==> src/rtl/riscv_pkg.sv <==
// Shared RV32I decode definitions: opcodes, ALU ops, immediate formats.
// Also holds the D/E bundle and the immediate/ALU helper functions.
package riscv_pkg;

  localparam int XW = 32;

  localparam logic [6:0] OP_LUI    = 7'b0110111;
  localparam logic [6:0] OP_AUIPC  = 7'b0010111;
  localparam logic [6:0] OP_JAL    = 7'b1101111;
  localparam logic [6:0] OP_JALR   = 7'b1100111;
  localparam logic [6:0] OP_BRANCH = 7'b1100011;
  localparam logic [6:0] OP_LOAD   = 7'b0000011;
  localparam logic [6:0] OP_STORE  = 7'b0100011;
  localparam logic [6:0] OP_IMM    = 7'b0010011;
  localparam logic [6:0] OP_REG    = 7'b0110011;

  typedef enum logic [3:0] {
    ALU_ADD    = 4'd0,
    ALU_SUB    = 4'd1,
    ALU_SLL    = 4'd2,
    ALU_SLT    = 4'd3,
    ALU_SLTU   = 4'd4,
    ALU_XOR    = 4'd5,
    ALU_SRL    = 4'd6,
    ALU_SRA    = 4'd7,
    ALU_OR     = 4'd8,
    ALU_AND    = 4'd9,
    ALU_PASS_B = 4'd10
  } alu_op_e;

  typedef enum logic [2:0] {
    IMM_R, IMM_I, IMM_S, IMM_B, IMM_U, IMM_J
  } imm_fmt_e;

  typedef struct packed {
    logic          valid;
    logic [XW-1:0] pc;
    logic [XW-1:0] rs1_val;
    logic [XW-1:0] rs2_val;
    logic [XW-1:0] imm;
    logic [4:0]    rd;
    logic [4:0]    rs1;
    logic [4:0]    rs2;
    alu_op_e       alu_op;
    logic          alu_src;
    logic          mem_re;
    logic          mem_we;
    logic [2:0]    mem_size;
    logic          reg_we;
    logic          branch;
    logic          jump;
    logic          illegal;
  } id_ex_t;

  function automatic logic [XW-1:0] imm_gen(
    input logic [31:0] i,
    input imm_fmt_e    f
  );
    logic [XW-1:0] r;
    r = '0;
    unique case (f)
      IMM_I: r = {{21{i[31]}}, i[30:20]};
      IMM_S: r = {{21{i[31]}}, i[30:25], i[11:7]};
      IMM_B: r = {{20{i[31]}}, i[7], i[30:25],
                  i[11:8], 1'b0};
      IMM_U: r = {i[31:12], 12'b0};
      IMM_J: r = {{12{i[31]}}, i[19:12], i[20],
                  i[30:21], 1'b0};
      default: r = '0;
    endcase
    return r;
  endfunction

  // alt selects SUB/SRA; immediates only honour it for shifts.
  function automatic alu_op_e alu_sel(
    input logic [2:0] f3,
    input logic       alt
  );
    alu_op_e r;
    unique case (f3)
      3'd0: r = alt ? ALU_SUB : ALU_ADD;
      3'd1: r = ALU_SLL;
      3'd2: r = ALU_SLT;
      3'd3: r = ALU_SLTU;
      3'd4: r = ALU_XOR;
      3'd5: r = alt ? ALU_SRA : ALU_SRL;
      3'd6: r = ALU_OR;
      default: r = ALU_AND;
    endcase
    return r;
  endfunction

endpackage

==> src/rtl/decode_stage_if.sv <==
// Fetch, writeback and D/E signal bundle around the decode stage.
// slave is the decode side, master drives fetch/writeback.
interface decode_stage_if;

  logic [31:0] InstrD;
  logic [31:0] PC_DE;
  logic        FLUSH;
  logic        WB_WE;
  logic [4:0]  WB_RD;
  logic [31:0] WB_DATA;
  logic        STALL_F;
  logic        VALID_E;
  logic [31:0] PC_E;
  logic [31:0] RS1_VAL_E;
  logic [31:0] RS2_VAL_E;
  logic [31:0] IMM_E;
  logic [4:0]  RD_E;
  logic [4:0]  RS1_E;
  logic [4:0]  RS2_E;
  logic [3:0]  ALU_OP_E;
  logic        ALU_SRC_E;
  logic        MEM_RE_E;
  logic        MEM_WE_E;
  logic [2:0]  MEM_SIZE_E;
  logic        REG_WE_E;
  logic        BRANCH_E;
  logic        JUMP_E;
  logic        ILLEGAL_E;

  modport slave (
    input  InstrD, PC_DE, FLUSH,
    input  WB_WE, WB_RD, WB_DATA,
    output STALL_F, VALID_E, PC_E,
    output RS1_VAL_E, RS2_VAL_E, IMM_E,
    output RD_E, RS1_E, RS2_E,
    output ALU_OP_E, ALU_SRC_E,
    output MEM_RE_E, MEM_WE_E, MEM_SIZE_E,
    output REG_WE_E, BRANCH_E, JUMP_E,
    output ILLEGAL_E
  );

  modport master (
    output InstrD, PC_DE, FLUSH,
    output WB_WE, WB_RD, WB_DATA,
    input  STALL_F, VALID_E, PC_E,
    input  RS1_VAL_E, RS2_VAL_E, IMM_E,
    input  RD_E, RS1_E, RS2_E,
    input  ALU_OP_E, ALU_SRC_E,
    input  MEM_RE_E, MEM_WE_E, MEM_SIZE_E,
    input  REG_WE_E, BRANCH_E, JUMP_E,
    input  ILLEGAL_E
  );

endinterface

==> src/rtl/reg_file.sv <==
// 2R1W architectural register file, x0 reads zero.
// Reads see a same-cycle writeback through the bypass.
module reg_file #(
  parameter int XLEN = 32,
  parameter int NREG = 32
) (
  input  logic            clk,
  input  logic            rst,
  input  logic            we,
  input  logic [4:0]      wa,
  input  logic [XLEN-1:0] wd,
  input  logic [4:0]      ra1,
  input  logic [4:0]      ra2,
  output logic [XLEN-1:0] rd1,
  output logic [XLEN-1:0] rd2
);

  logic [XLEN-1:0] regs [NREG];
  logic            wr;

  assign wr = we && (wa != 5'd0);

  // clear on reset, otherwise commit the writeback
  always_ff @(posedge clk) begin
    if (rst) begin
      for (int i = 0; i < NREG; i++)
        regs[i] <= '0;
    end else if (wr) begin
      regs[wa] <= wd;
    end
  end

  // read ports with x0 forcing and writeback bypass
  always_comb begin
    rd1 = regs[ra1];
    rd2 = regs[ra2];
    if (wr && wa == ra1) rd1 = wd;
    if (wr && wa == ra2) rd2 = wd;
    if (ra1 == 5'd0) rd1 = '0;
    if (ra2 == 5'd0) rd2 = '0;
  end

endmodule

==> src/rtl/decode_stage.sv <==
// RV32I decode: register read, control/immediate decode, D/E register.
// Stalls fetch on load-use and bubbles D/E on stall, flush or reset.
module decode_stage
  import riscv_pkg::*;
#(
  parameter int XLEN = 32,
  parameter int NREG = 32
) (
  input logic         clk,
  input logic         rst,
  decode_stage_if.slave bus
);

  logic [31:0] ins;
  logic [6:0]  opc;
  logic [4:0]  rs1_f;
  logic [4:0]  rs2_f;
  logic [4:0]  rd_f;
  logic [2:0]  f3;
  logic [XLEN-1:0] v1;
  logic [XLEN-1:0] v2;
  logic        use1;
  logic        use2;
  logic        hz;
  imm_fmt_e    fmt;
  id_ex_t      dec;
  id_ex_t      de;

  assign ins   = bus.InstrD;
  assign opc   = ins[6:0];
  assign rd_f  = ins[11:7];
  assign f3    = ins[14:12];
  assign rs1_f = ins[19:15];
  assign rs2_f = ins[24:20];

  reg_file #(.XLEN(XLEN), .NREG(NREG)) u_rf (
    .clk (clk),
    .rst (rst),
    .we  (bus.WB_WE),
    .wa  (bus.WB_RD),
    .wd  (bus.WB_DATA),
    .ra1 (rs1_f),
    .ra2 (rs2_f),
    .rd1 (v1),
    .rd2 (v2)
  );

  // decode the fetched word into a D/E bundle
  always_comb begin
    dec  = '0;
    fmt  = IMM_R;
    use1 = 1'b0;
    use2 = 1'b0;
    dec.valid = 1'b1;
    dec.pc    = bus.PC_DE;
    unique case (1'b1)
      opc == OP_LUI: begin
        fmt = IMM_U;
        dec.alu_op  = ALU_PASS_B;
        dec.alu_src = 1'b1;
        dec.reg_we  = 1'b1;
      end
      opc == OP_AUIPC: begin
        fmt = IMM_U;
        dec.alu_src = 1'b1;
        dec.reg_we  = 1'b1;
      end
      opc == OP_JAL: begin
        fmt = IMM_J;
        dec.jump   = 1'b1;
        dec.reg_we = 1'b1;
      end
      opc == OP_JALR: begin
        fmt  = IMM_I;
        use1 = 1'b1;
        dec.alu_src = 1'b1;
        dec.jump    = 1'b1;
        dec.reg_we  = 1'b1;
      end
      opc == OP_BRANCH: begin
        fmt  = IMM_B;
        use1 = 1'b1;
        use2 = 1'b1;
        dec.alu_op = ALU_SUB;
        dec.branch = 1'b1;
      end
      opc == OP_LOAD: begin
        fmt  = IMM_I;
        use1 = 1'b1;
        dec.alu_src  = 1'b1;
        dec.mem_re   = 1'b1;
        dec.mem_size = f3;
        dec.reg_we   = 1'b1;
      end
      opc == OP_STORE: begin
        fmt  = IMM_S;
        use1 = 1'b1;
        use2 = 1'b1;
        dec.alu_src  = 1'b1;
        dec.mem_we   = 1'b1;
        dec.mem_size = f3;
      end
      opc == OP_IMM: begin
        fmt  = IMM_I;
        use1 = 1'b1;
        dec.alu_op  = alu_sel(f3,
                        ins[30] && f3 == 3'd5);
        dec.alu_src = 1'b1;
        dec.reg_we  = 1'b1;
      end
      opc == OP_REG: begin
        use1 = 1'b1;
        use2 = 1'b1;
        dec.alu_op = alu_sel(f3, ins[30]);
        dec.reg_we = 1'b1;
      end
      default: dec.illegal = 1'b1;
    endcase
    dec.imm     = imm_gen(ins, fmt);
    dec.rd      = dec.reg_we ? rd_f : 5'd0;
    dec.rs1     = use1 ? rs1_f : 5'd0;
    dec.rs2     = use2 ? rs2_f : 5'd0;
    dec.rs1_val = v1;
    dec.rs2_val = v2;
  end

  // load in E whose result a used source of D needs
  always_comb begin
    hz = de.valid && de.mem_re && de.rd != 5'd0
      && ((use1 && de.rd == rs1_f)
       || (use2 && de.rd == rs2_f));
  end

  assign bus.STALL_F = hz && !bus.FLUSH && !rst;

  // D/E pipeline register, bubble on reset/flush/stall
  always_ff @(posedge clk) begin
    if (rst || bus.FLUSH || hz) de <= '0;
    else                        de <= dec;
  end

  assign bus.VALID_E    = de.valid;
  assign bus.PC_E       = de.pc;
  assign bus.RS1_VAL_E  = de.rs1_val;
  assign bus.RS2_VAL_E  = de.rs2_val;
  assign bus.IMM_E      = de.imm;
  assign bus.RD_E       = de.rd;
  assign bus.RS1_E      = de.rs1;
  assign bus.RS2_E      = de.rs2;
  assign bus.ALU_OP_E   = de.alu_op;
  assign bus.ALU_SRC_E  = de.alu_src;
  assign bus.MEM_RE_E   = de.mem_re;
  assign bus.MEM_WE_E   = de.mem_we;
  assign bus.MEM_SIZE_E = de.mem_size;
  assign bus.REG_WE_E   = de.reg_we;
  assign bus.BRANCH_E   = de.branch;
  assign bus.JUMP_E     = de.jump;
  assign bus.ILLEGAL_E  = de.illegal;

endmodule

==> src/flat_wrapper.sv <==
// flat-port wrapper written by rule: the top's interface ports become plain ports
module decode_stage_flat import riscv_pkg::*;
#(
  parameter int XLEN = 32,
  parameter int NREG = 32
)
  (clk, rst, bus_InstrD, bus_PC_DE, bus_FLUSH, bus_WB_WE, bus_WB_RD, bus_WB_DATA, bus_STALL_F, bus_VALID_E, bus_PC_E, bus_RS1_VAL_E, bus_RS2_VAL_E, bus_IMM_E, bus_RD_E, bus_RS1_E, bus_RS2_E, bus_ALU_OP_E, bus_ALU_SRC_E, bus_MEM_RE_E, bus_MEM_WE_E, bus_MEM_SIZE_E, bus_REG_WE_E, bus_BRANCH_E, bus_JUMP_E, bus_ILLEGAL_E);
  decode_stage_if bus_i ();
  input logic clk;
  input logic rst;
  input wire logic [$bits(bus_i.InstrD)-1:0] bus_InstrD;
  input wire logic [$bits(bus_i.PC_DE)-1:0] bus_PC_DE;
  input wire logic [$bits(bus_i.FLUSH)-1:0] bus_FLUSH;
  input wire logic [$bits(bus_i.WB_WE)-1:0] bus_WB_WE;
  input wire logic [$bits(bus_i.WB_RD)-1:0] bus_WB_RD;
  input wire logic [$bits(bus_i.WB_DATA)-1:0] bus_WB_DATA;
  output wire logic [$bits(bus_i.STALL_F)-1:0] bus_STALL_F;
  output wire logic [$bits(bus_i.VALID_E)-1:0] bus_VALID_E;
  output wire logic [$bits(bus_i.PC_E)-1:0] bus_PC_E;
  output wire logic [$bits(bus_i.RS1_VAL_E)-1:0] bus_RS1_VAL_E;
  output wire logic [$bits(bus_i.RS2_VAL_E)-1:0] bus_RS2_VAL_E;
  output wire logic [$bits(bus_i.IMM_E)-1:0] bus_IMM_E;
  output wire logic [$bits(bus_i.RD_E)-1:0] bus_RD_E;
  output wire logic [$bits(bus_i.RS1_E)-1:0] bus_RS1_E;
  output wire logic [$bits(bus_i.RS2_E)-1:0] bus_RS2_E;
  output wire logic [$bits(bus_i.ALU_OP_E)-1:0] bus_ALU_OP_E;
  output wire logic [$bits(bus_i.ALU_SRC_E)-1:0] bus_ALU_SRC_E;
  output wire logic [$bits(bus_i.MEM_RE_E)-1:0] bus_MEM_RE_E;
  output wire logic [$bits(bus_i.MEM_WE_E)-1:0] bus_MEM_WE_E;
  output wire logic [$bits(bus_i.MEM_SIZE_E)-1:0] bus_MEM_SIZE_E;
  output wire logic [$bits(bus_i.REG_WE_E)-1:0] bus_REG_WE_E;
  output wire logic [$bits(bus_i.BRANCH_E)-1:0] bus_BRANCH_E;
  output wire logic [$bits(bus_i.JUMP_E)-1:0] bus_JUMP_E;
  output wire logic [$bits(bus_i.ILLEGAL_E)-1:0] bus_ILLEGAL_E;
  assign bus_i.InstrD = bus_InstrD;
  assign bus_i.PC_DE = bus_PC_DE;
  assign bus_i.FLUSH = bus_FLUSH;
  assign bus_i.WB_WE = bus_WB_WE;
  assign bus_i.WB_RD = bus_WB_RD;
  assign bus_i.WB_DATA = bus_WB_DATA;
  assign bus_STALL_F = bus_i.STALL_F;
  assign bus_VALID_E = bus_i.VALID_E;
  assign bus_PC_E = bus_i.PC_E;
  assign bus_RS1_VAL_E = bus_i.RS1_VAL_E;
  assign bus_RS2_VAL_E = bus_i.RS2_VAL_E;
  assign bus_IMM_E = bus_i.IMM_E;
  assign bus_RD_E = bus_i.RD_E;
  assign bus_RS1_E = bus_i.RS1_E;
  assign bus_RS2_E = bus_i.RS2_E;
  assign bus_ALU_OP_E = bus_i.ALU_OP_E;
  assign bus_ALU_SRC_E = bus_i.ALU_SRC_E;
  assign bus_MEM_RE_E = bus_i.MEM_RE_E;
  assign bus_MEM_WE_E = bus_i.MEM_WE_E;
  assign bus_MEM_SIZE_E = bus_i.MEM_SIZE_E;
  assign bus_REG_WE_E = bus_i.REG_WE_E;
  assign bus_BRANCH_E = bus_i.BRANCH_E;
  assign bus_JUMP_E = bus_i.JUMP_E;
  assign bus_ILLEGAL_E = bus_i.ILLEGAL_E;
  decode_stage #(.XLEN(XLEN), .NREG(NREG)) u_core (.clk(clk), .rst(rst), .bus(bus_i));
endmodule
==> config.mk <==
export PLATFORM = sky130hd
export DESIGN_NAME = decode_stage_flat
export DESIGN_NICKNAME = d
export VERILOG_FILES = /design/src/rtl/riscv_pkg.sv /design/src/rtl/decode_stage_if.sv /design/src/rtl/reg_file.sv /design/src/rtl/decode_stage.sv /design/src/flat_wrapper.sv
export SDC_FILE = /design/constraint.sdc
export NUM_CORES = 2
export LEC_CHECK = 0
export ABC_AREA = 1
export CORE_MARGIN = 2
export CORE_UTILIZATION = 30
export DETAILED_ROUTE_END_ITERATION = 10
export HOLD_SLACK_MARGIN = 0.05
export MAX_ROUTING_LAYER = met4
export PLACE_DENSITY = 0.5
export SLEW_MARGIN = 25
export SYNTH_ARGS = -nofsm -noshare
export SYNTH_HDL_FRONTEND = slang
export SYNTH_HIERARCHICAL = 1
export SYNTH_SLANG_ARGS = --single-unit
==> constraint.sdc <==
create_clock -name clk -period 8.97 [get_ports clk]
set_input_delay 2.691 -clock clk [delete_from_list [all_inputs] [get_ports clk]]
set_output_delay 2.691 -clock clk [all_outputs]
set_load 0.01 [all_outputs]
* Word level (Yosys, flattened, before mapping)
Memory sizes are Yosys's and may differ from the RTL's.
Index checks and enable logic that the tools add are counted.
** Word-level totals
- Register bits :: 158
- Bits in writable memories :: 1024
- Input bits :: 105
- Output and inout bits :: 159
- Logic and storage cells :: 118
- Memories :: 1
** Memory list
- u_core.u_rf.regs :: depth 32, bits a word 32, rd ports 2, clocked after Yosys merged registers in 0, wr ports 32, line reg_file.sv:18 : logic [XLEN-1:0] regs [NREG];
** Operators by class
- Equality and inequality tests :: 24
- Multiplexer cells :: 35
- Bitwise operators :: 4
- Reductions and logical operators :: 37
** Operator list (number)
- two-way mux 32 bit :: 5
- one-hot mux 32 bit (5 select lines) :: 1
- two-way mux 158 bit :: 1
- one-hot mux 4 bit (7 select lines) :: 2
- OR reduction 32 bit :: 1
- == test 7 x 6 -> 1 bit, second input constant :: 3
- == test 7 bit, second input constant :: 3
- == test 5 bit :: 4
- two-way mux 5 bit :: 4
- two-way mux 1 bit :: 19
- OR reduction 2 bit :: 9
- one-hot mux 4 bit (4 select lines) :: 1
- == test 3 bit, second input constant :: 5
- one-hot mux 3 bit (5 select lines) :: 1
- == test 7 x 5 -> 1 bit, second input constant :: 2
- == test 3 x 2 -> 1 bit, second input constant :: 4
- OR reduction 6 bit :: 2
- logical AND 1 bit :: 11
- zero test 5 bit :: 2
- nonzero test 5 bit :: 2
- OR reduction 9 bit :: 1
- == test 7 x 2 -> 1 bit, second input constant :: 1
- OR reduction 7 bit :: 1
- == test 3 x 1 -> 1 bit, second input constant :: 2
- 6 further kinds :: 13

* Logic depth before layout (Yosys ltp)
- Depth in word-level cells :: 8
- Mapped depth :: 15
- Mapped depth without buffers :: 13

* Cells and area by module
The synthesis kept the hierarchy.
** Modules (own cells, without submodules)
- reg_file :: times used 1, cells each 7417, area each 58108.2 um2, sequential area each 30749.5 um2
- decode_stage :: times used 1, cells each 632, area each 5255.0 um2, sequential area each 3163.0 um2

* Least setup slack after synthesis
Ideal clock, no wire load.
- Path type :: input to output
- Start point :: in bus_InstrD[3]
- End point :: out bus_STALL_F
- Arrival time :: 3.777 ns
- Path slack :: 2.502 ns
- Stages :: 8
- Path through :: nor2_2 nand2_4 nor2_2 nand2_1 nand4_2 nand3_4 buf_2 nor3_1
** Between the ends
- Word-level cells in the longest chain between the ends :: 8
- Elaborated cells on any way between the ends :: 16
- Those cells by class :: eq/ne (6); mux (2); reduce/logical (8)
** RTL lines
- from (decl) :: line flat_wrapper.sv:11 : input wire logic [$bits(bus_i.InstrD)-1:0] bus_InstrD;
- == test 7 x 6 -> 1 bit (tied with other cells) :: line decode_stage.sv:111 : opc == OP_REG: begin
- OR reduction 6 bit (no line) / OR reduction 3 bit (equally long branches)
- two-way mux 1 bit :: line decode_stage.sv:56 : unique case (1'b1)
- logical AND 1 bit (on tied branches) :: line decode_stage.sv:130, decode_stage.sv:131
- logical OR 1 bit * :: line decode_stage.sv:131 : || (use2 && de.rd == rs2_f));
- logical AND 1 bit * :: line decode_stage.sv:130 : && ((use1 && de.rd == rs1_f)
- logical AND 1 bit * (2 in a row) :: line decode_stage.sv:134 : assign bus.STALL_F = hz && !bus.FLUSH && !rst;
- to (decl) :: line flat_wrapper.sv:17 : output wire logic [$bits(bus_i.STALL_F)-1:0] bus_STALL_F;
Every way passes the cells marked *; elsewhere a longest branch is shown, timed or not.

* Worst setup path after layout
- Start point :: in bus_InstrD[5]
- End point :: out bus_STALL_F
Same word-level chain as after synthesis.

==> results.sh <==
export IMPL_setup_viol=0
export IMPL_p_per_area_nw_per_um2=189.7
export IMPL_antenna_found_initial=9
export IMPL_root_buffer="clkbuf_16"
export IMPL_synth_main_ff_cell="edfxtp_1"
export IMPL_ys_seq_area_share_pct=53.52
export IMPL_path_max_fanout=15
export IMPL_insertion_delay_ps=820
export IMPL_wirelength_mm=286.7
export IMPL_holdBufCountCts=0
export IMPL_synth_top_area_cell="edfxtp_1"
export IMPL_grt_max_degree=178
export IMPL_htree_levels=4
export IMPL_grt_pass1_wl_mm=403.9
export IMPL_dr_pass1_iters=8
export IMPL_timing_final_crit_share_pct=85.11
export IMPL_synth_edf_count=1024
export IMPL_track_usage_pct=26.60
export IMPL_setup_tns_final_ps=0
export IMPL_antenna_left=0
export IMPL_num_vias=58810
export IMPL_finalNonFillerCells=10890
export IMPL_status="finished clean"
export IMPL_start_util_pct=30.20
export IMPL_fin_worst_skew_ps=33.48
export IMPL_grt_pass1_vias=54740
export IMPL_maxClockFrequency_mhz=131.0
export IMPL_finalHoldViolations=0
export IMPL_hold_path_class="reg -> reg"
export IMPL_critPathLaunchType="primary input"
export IMPL_dp_cells=10630
export IMPL_ir_drop_mv=0.1274
export IMPL_globalRouteOverflowTotal=0
export IMPL_cts_buffers_inserted=140
export IMPL_cts_tree="yes"
export IMPL_crit_required_ps=6280
export IMPL_synth_seq_cells=1182
export IMPL_portBuffers=263
export IMPL_layout_drive_gt1_share_pct=6.330
export IMPL_worstMarginPinSlew_ps=1192
export IMPL_synthArstFlopShare_pct=0
export IMPL_synth_warnings=6
export IMPL_endpoint_kind="output port"
export IMPL_clk_pin_slew_ps=60
export IMPL_cts_setup_buffers=0
export IMPL_crit_type="in -> out"
export IMPL_post_drt_wl_per_cell_microns=26.33
export IMPL_synth_area_sq_um=63360
export IMPL_nFillCells=21740
export IMPL_synthCells=8049
export IMPL_clock_path_buffers=3
export IMPL_area_growth_pct=14.75
export IMPL_cts_resized=0
export IMPL_rsz0062_at_grt="no"
export IMPL_slew_headroom_pct=20.48
export IMPL_max_cap_viol_count=0
export IMPL_ios=264
export IMPL_leakage_nw=30.33
export IMPL_fp_coreArea_sq_um=209800
export IMPL_finalCriticalPeriod_ps=7634
export IMPL_die_x_microns=463.6
export IMPL_drt_iter0_markers=8236
export IMPL_cp_arrival_ps=4940
export IMPL_via_per_inst=5.402
export IMPL_drc=0
export IMPL_clkSinkCount=1182
export IMPL_die_h_microns=463.6
export IMPL_synth_top_cell_area_share_pct=48.53
export IMPL_routabilityCongestion=0.8642
export IMPL_nets=8070
export IMPL_postSynthAreaPerCell_sq_um=7.872
export IMPL_finalMaxSlewViolations=0
export IMPL_die_area_sq_um=214900
export IMPL_p_total_mw=13.79
export IMPL_dpl_hpwl_mm=153.4
export IMPL_yosys_top_cells_area="edfxtp_1 49%, nand2_1 11%, nor2_1 9.3%"
export IMPL_synth_cell_types=40
export IMPL_num_rows=168
cells in the mapped netlist (3+ instances only):
| master | number |
|---|---|
| o211ai_1 | 207 |
| nor2_2 | 4 |
| nand3_1 | 1063 |
| buf_6 | 7 |
| xor2_1 | 7 |
| or2_2 | 46 |
| buf_2 | 219 |
| clkbuf_1 | 372 |
| buf_1 | 55 |
| buf_4 | 6 |
| a21oi_1 | 275 |
| nand2_2 | 8 |
| nor2_1 | 1570 |
| o21ai_0 | 397 |
| nand4_1 | 3 |
| o22ai_1 | 4 |
| inv_1 | 726 |
| edfxtp_1 | 1024 |
| o21ai_1 | 13 |
| xnor2_1 | 6 |
| inv_2 | 19 |
| dfxtp_1 | 158 |
| nand2_1 | 1829 |
| nor3_1 | 12 |
critical path, stage by stage:
cell and delay [ps]:
clkdlybuf4s50_1 600, nand3_1 170, a21oi_2 240, nand3_1 100, nand2_1 130, nand3_4 220, nor3_1 210, clkdlybuf4s50_1 570
cell type report:
class / instances / area [sq um] / share of cell area (%)
Clock buffer: 193 / 3930 / 5.405
Antenna cell: 10 / 25.02 / 0.03442
Multi-Input combinational cell: 5492 / 24250 / 33.35
Sequential cell: 1182 / 33910 / 46.64
Timing Repair Buffer: 402 / 3835 / 5.274
Tap cell: 2805 / 3510 / 4.827
Clock inverter: 57 / 410.4 / 0.5644
Inverter: 747 / 2836 / 3.901
layer usage:
metal  up-vias  global-route usage [%]  part of all wire (%)
met3       793                   5.274                    11
met4         0                   14.41                   6.1
met1     28260                   33.56                    39
li1      26040                       -                     -
met5         -                       -                     0
met2      3726                   40.09                    44
per-stage QoR:
step                hold slack [ps]  util [%]  setup slack, ps  cell area, sq um
floorplan                     783.4         -             2502             63480
global placement              844.0     32.55             1339             68280
detailed placement            837.6     32.56             1315             68310
CTS                           843.9     34.63             1309             72650
global route                  933.8     34.65             1207             72700
finish                        834.3     34.66             1336             72710
final timing paths:
path / from / to / slack [ps] / depth (start not counted)
max: bus_InstrD[5] / bus_STALL_F / 1340 / 8
min: u_core/bus.VALID_E$_DFF_P_ / u_core/bus.ALU_OP_E[0]$_SDFF_PN0_ / 830 / 5
max reg2reg: u_core/bus.RD_E[3]$_SDFF_PP0_ / u_core/bus.RS2_VAL_E[19]$_SDFF_PN0_ / 6070 / 9
min reg2reg: u_core/bus.VALID_E$_DFF_P_ / u_core/bus.ALU_OP_E[0]$_SDFF_PN0_ / 830 / 5
sequential cells by signal, indices dropped and copies added, names as in the netlist:
| name | flops |
|---|---|
| u_core/bus.RS2_VAL_E | 32 |
| u_core/bus.RD_E | 5 |
| u_core/bus.JUMP_E | 1 |
| u_core/bus.REG_WE_E | 1 |
| u_core/bus.ILLEGAL_E | 1 |
| u_core/bus.RS2_E | 5 |
| u_core/bus.MEM_RE_E | 1 |
| u_core/bus.MEM_WE_E | 1 |
| u_core/u_rf/regs | 1024 |
| u_core/bus.IMM_E | 32 |
| u_core/bus.VALID_E | 1 |
| u_core/bus.PC_E | 32 |
| u_core/bus.RS1_E | 5 |
| u_core/bus.MEM_SIZE_E | 3 |
| u_core/bus.BRANCH_E | 1 |
| u_core/bus.RS1_VAL_E | 32 |
| u_core/bus.ALU_SRC_E | 1 |
| u_core/bus.ALU_OP_E | 4 |
power by group:
group / internal, mW / switching [mW] / leakage [nW]
clock: 3.17 / 2.39 / 2.14
sequential: 6.26 / 0.124 / 11.0
combinational: 0.482 / 1.36 / 17.2
total: 9.91 / 3.88 / 30.3
cell families (layout without fill, tap and decap cells):
family                 count (synthesis)  count (layout)  synth area share (%)
buffers and inverters               1406            1399                 8.880
other                                  1              42              0.005918
AND/OR/NAND/NOR                     4544            4544                 29.41
AO/OA/AOI/OAI                        903             903                 7.999
XOR/XNOR                              13              13                0.1797
flip-flops                          1182            1182                 53.52
placed cells by master (no fill, tap or decap), types with 22 or more instances in the layout:
cell,synthesis,final
clkdlybuf4s50_1,0,252
o211ai_1,207,207
nand2_1,1829,1766
buf_4,6,130
nand2_2,8,52
inv_2,19,26
clkinv_2,0,24
clkinv_1,2,22
clkbuf_16,0,146
nor2_1,1570,1566
a21oi_1,275,275
dfxtp_1,158,158
inv_1,726,713
o21ai_0,397,397
or2_2,46,46
nand3_1,1063,1063
clkbuf_1,372,37
conb_1,1,32
edfxtp_1,1024,1024
No activity file was read; power rests on OpenSTA's default activity.
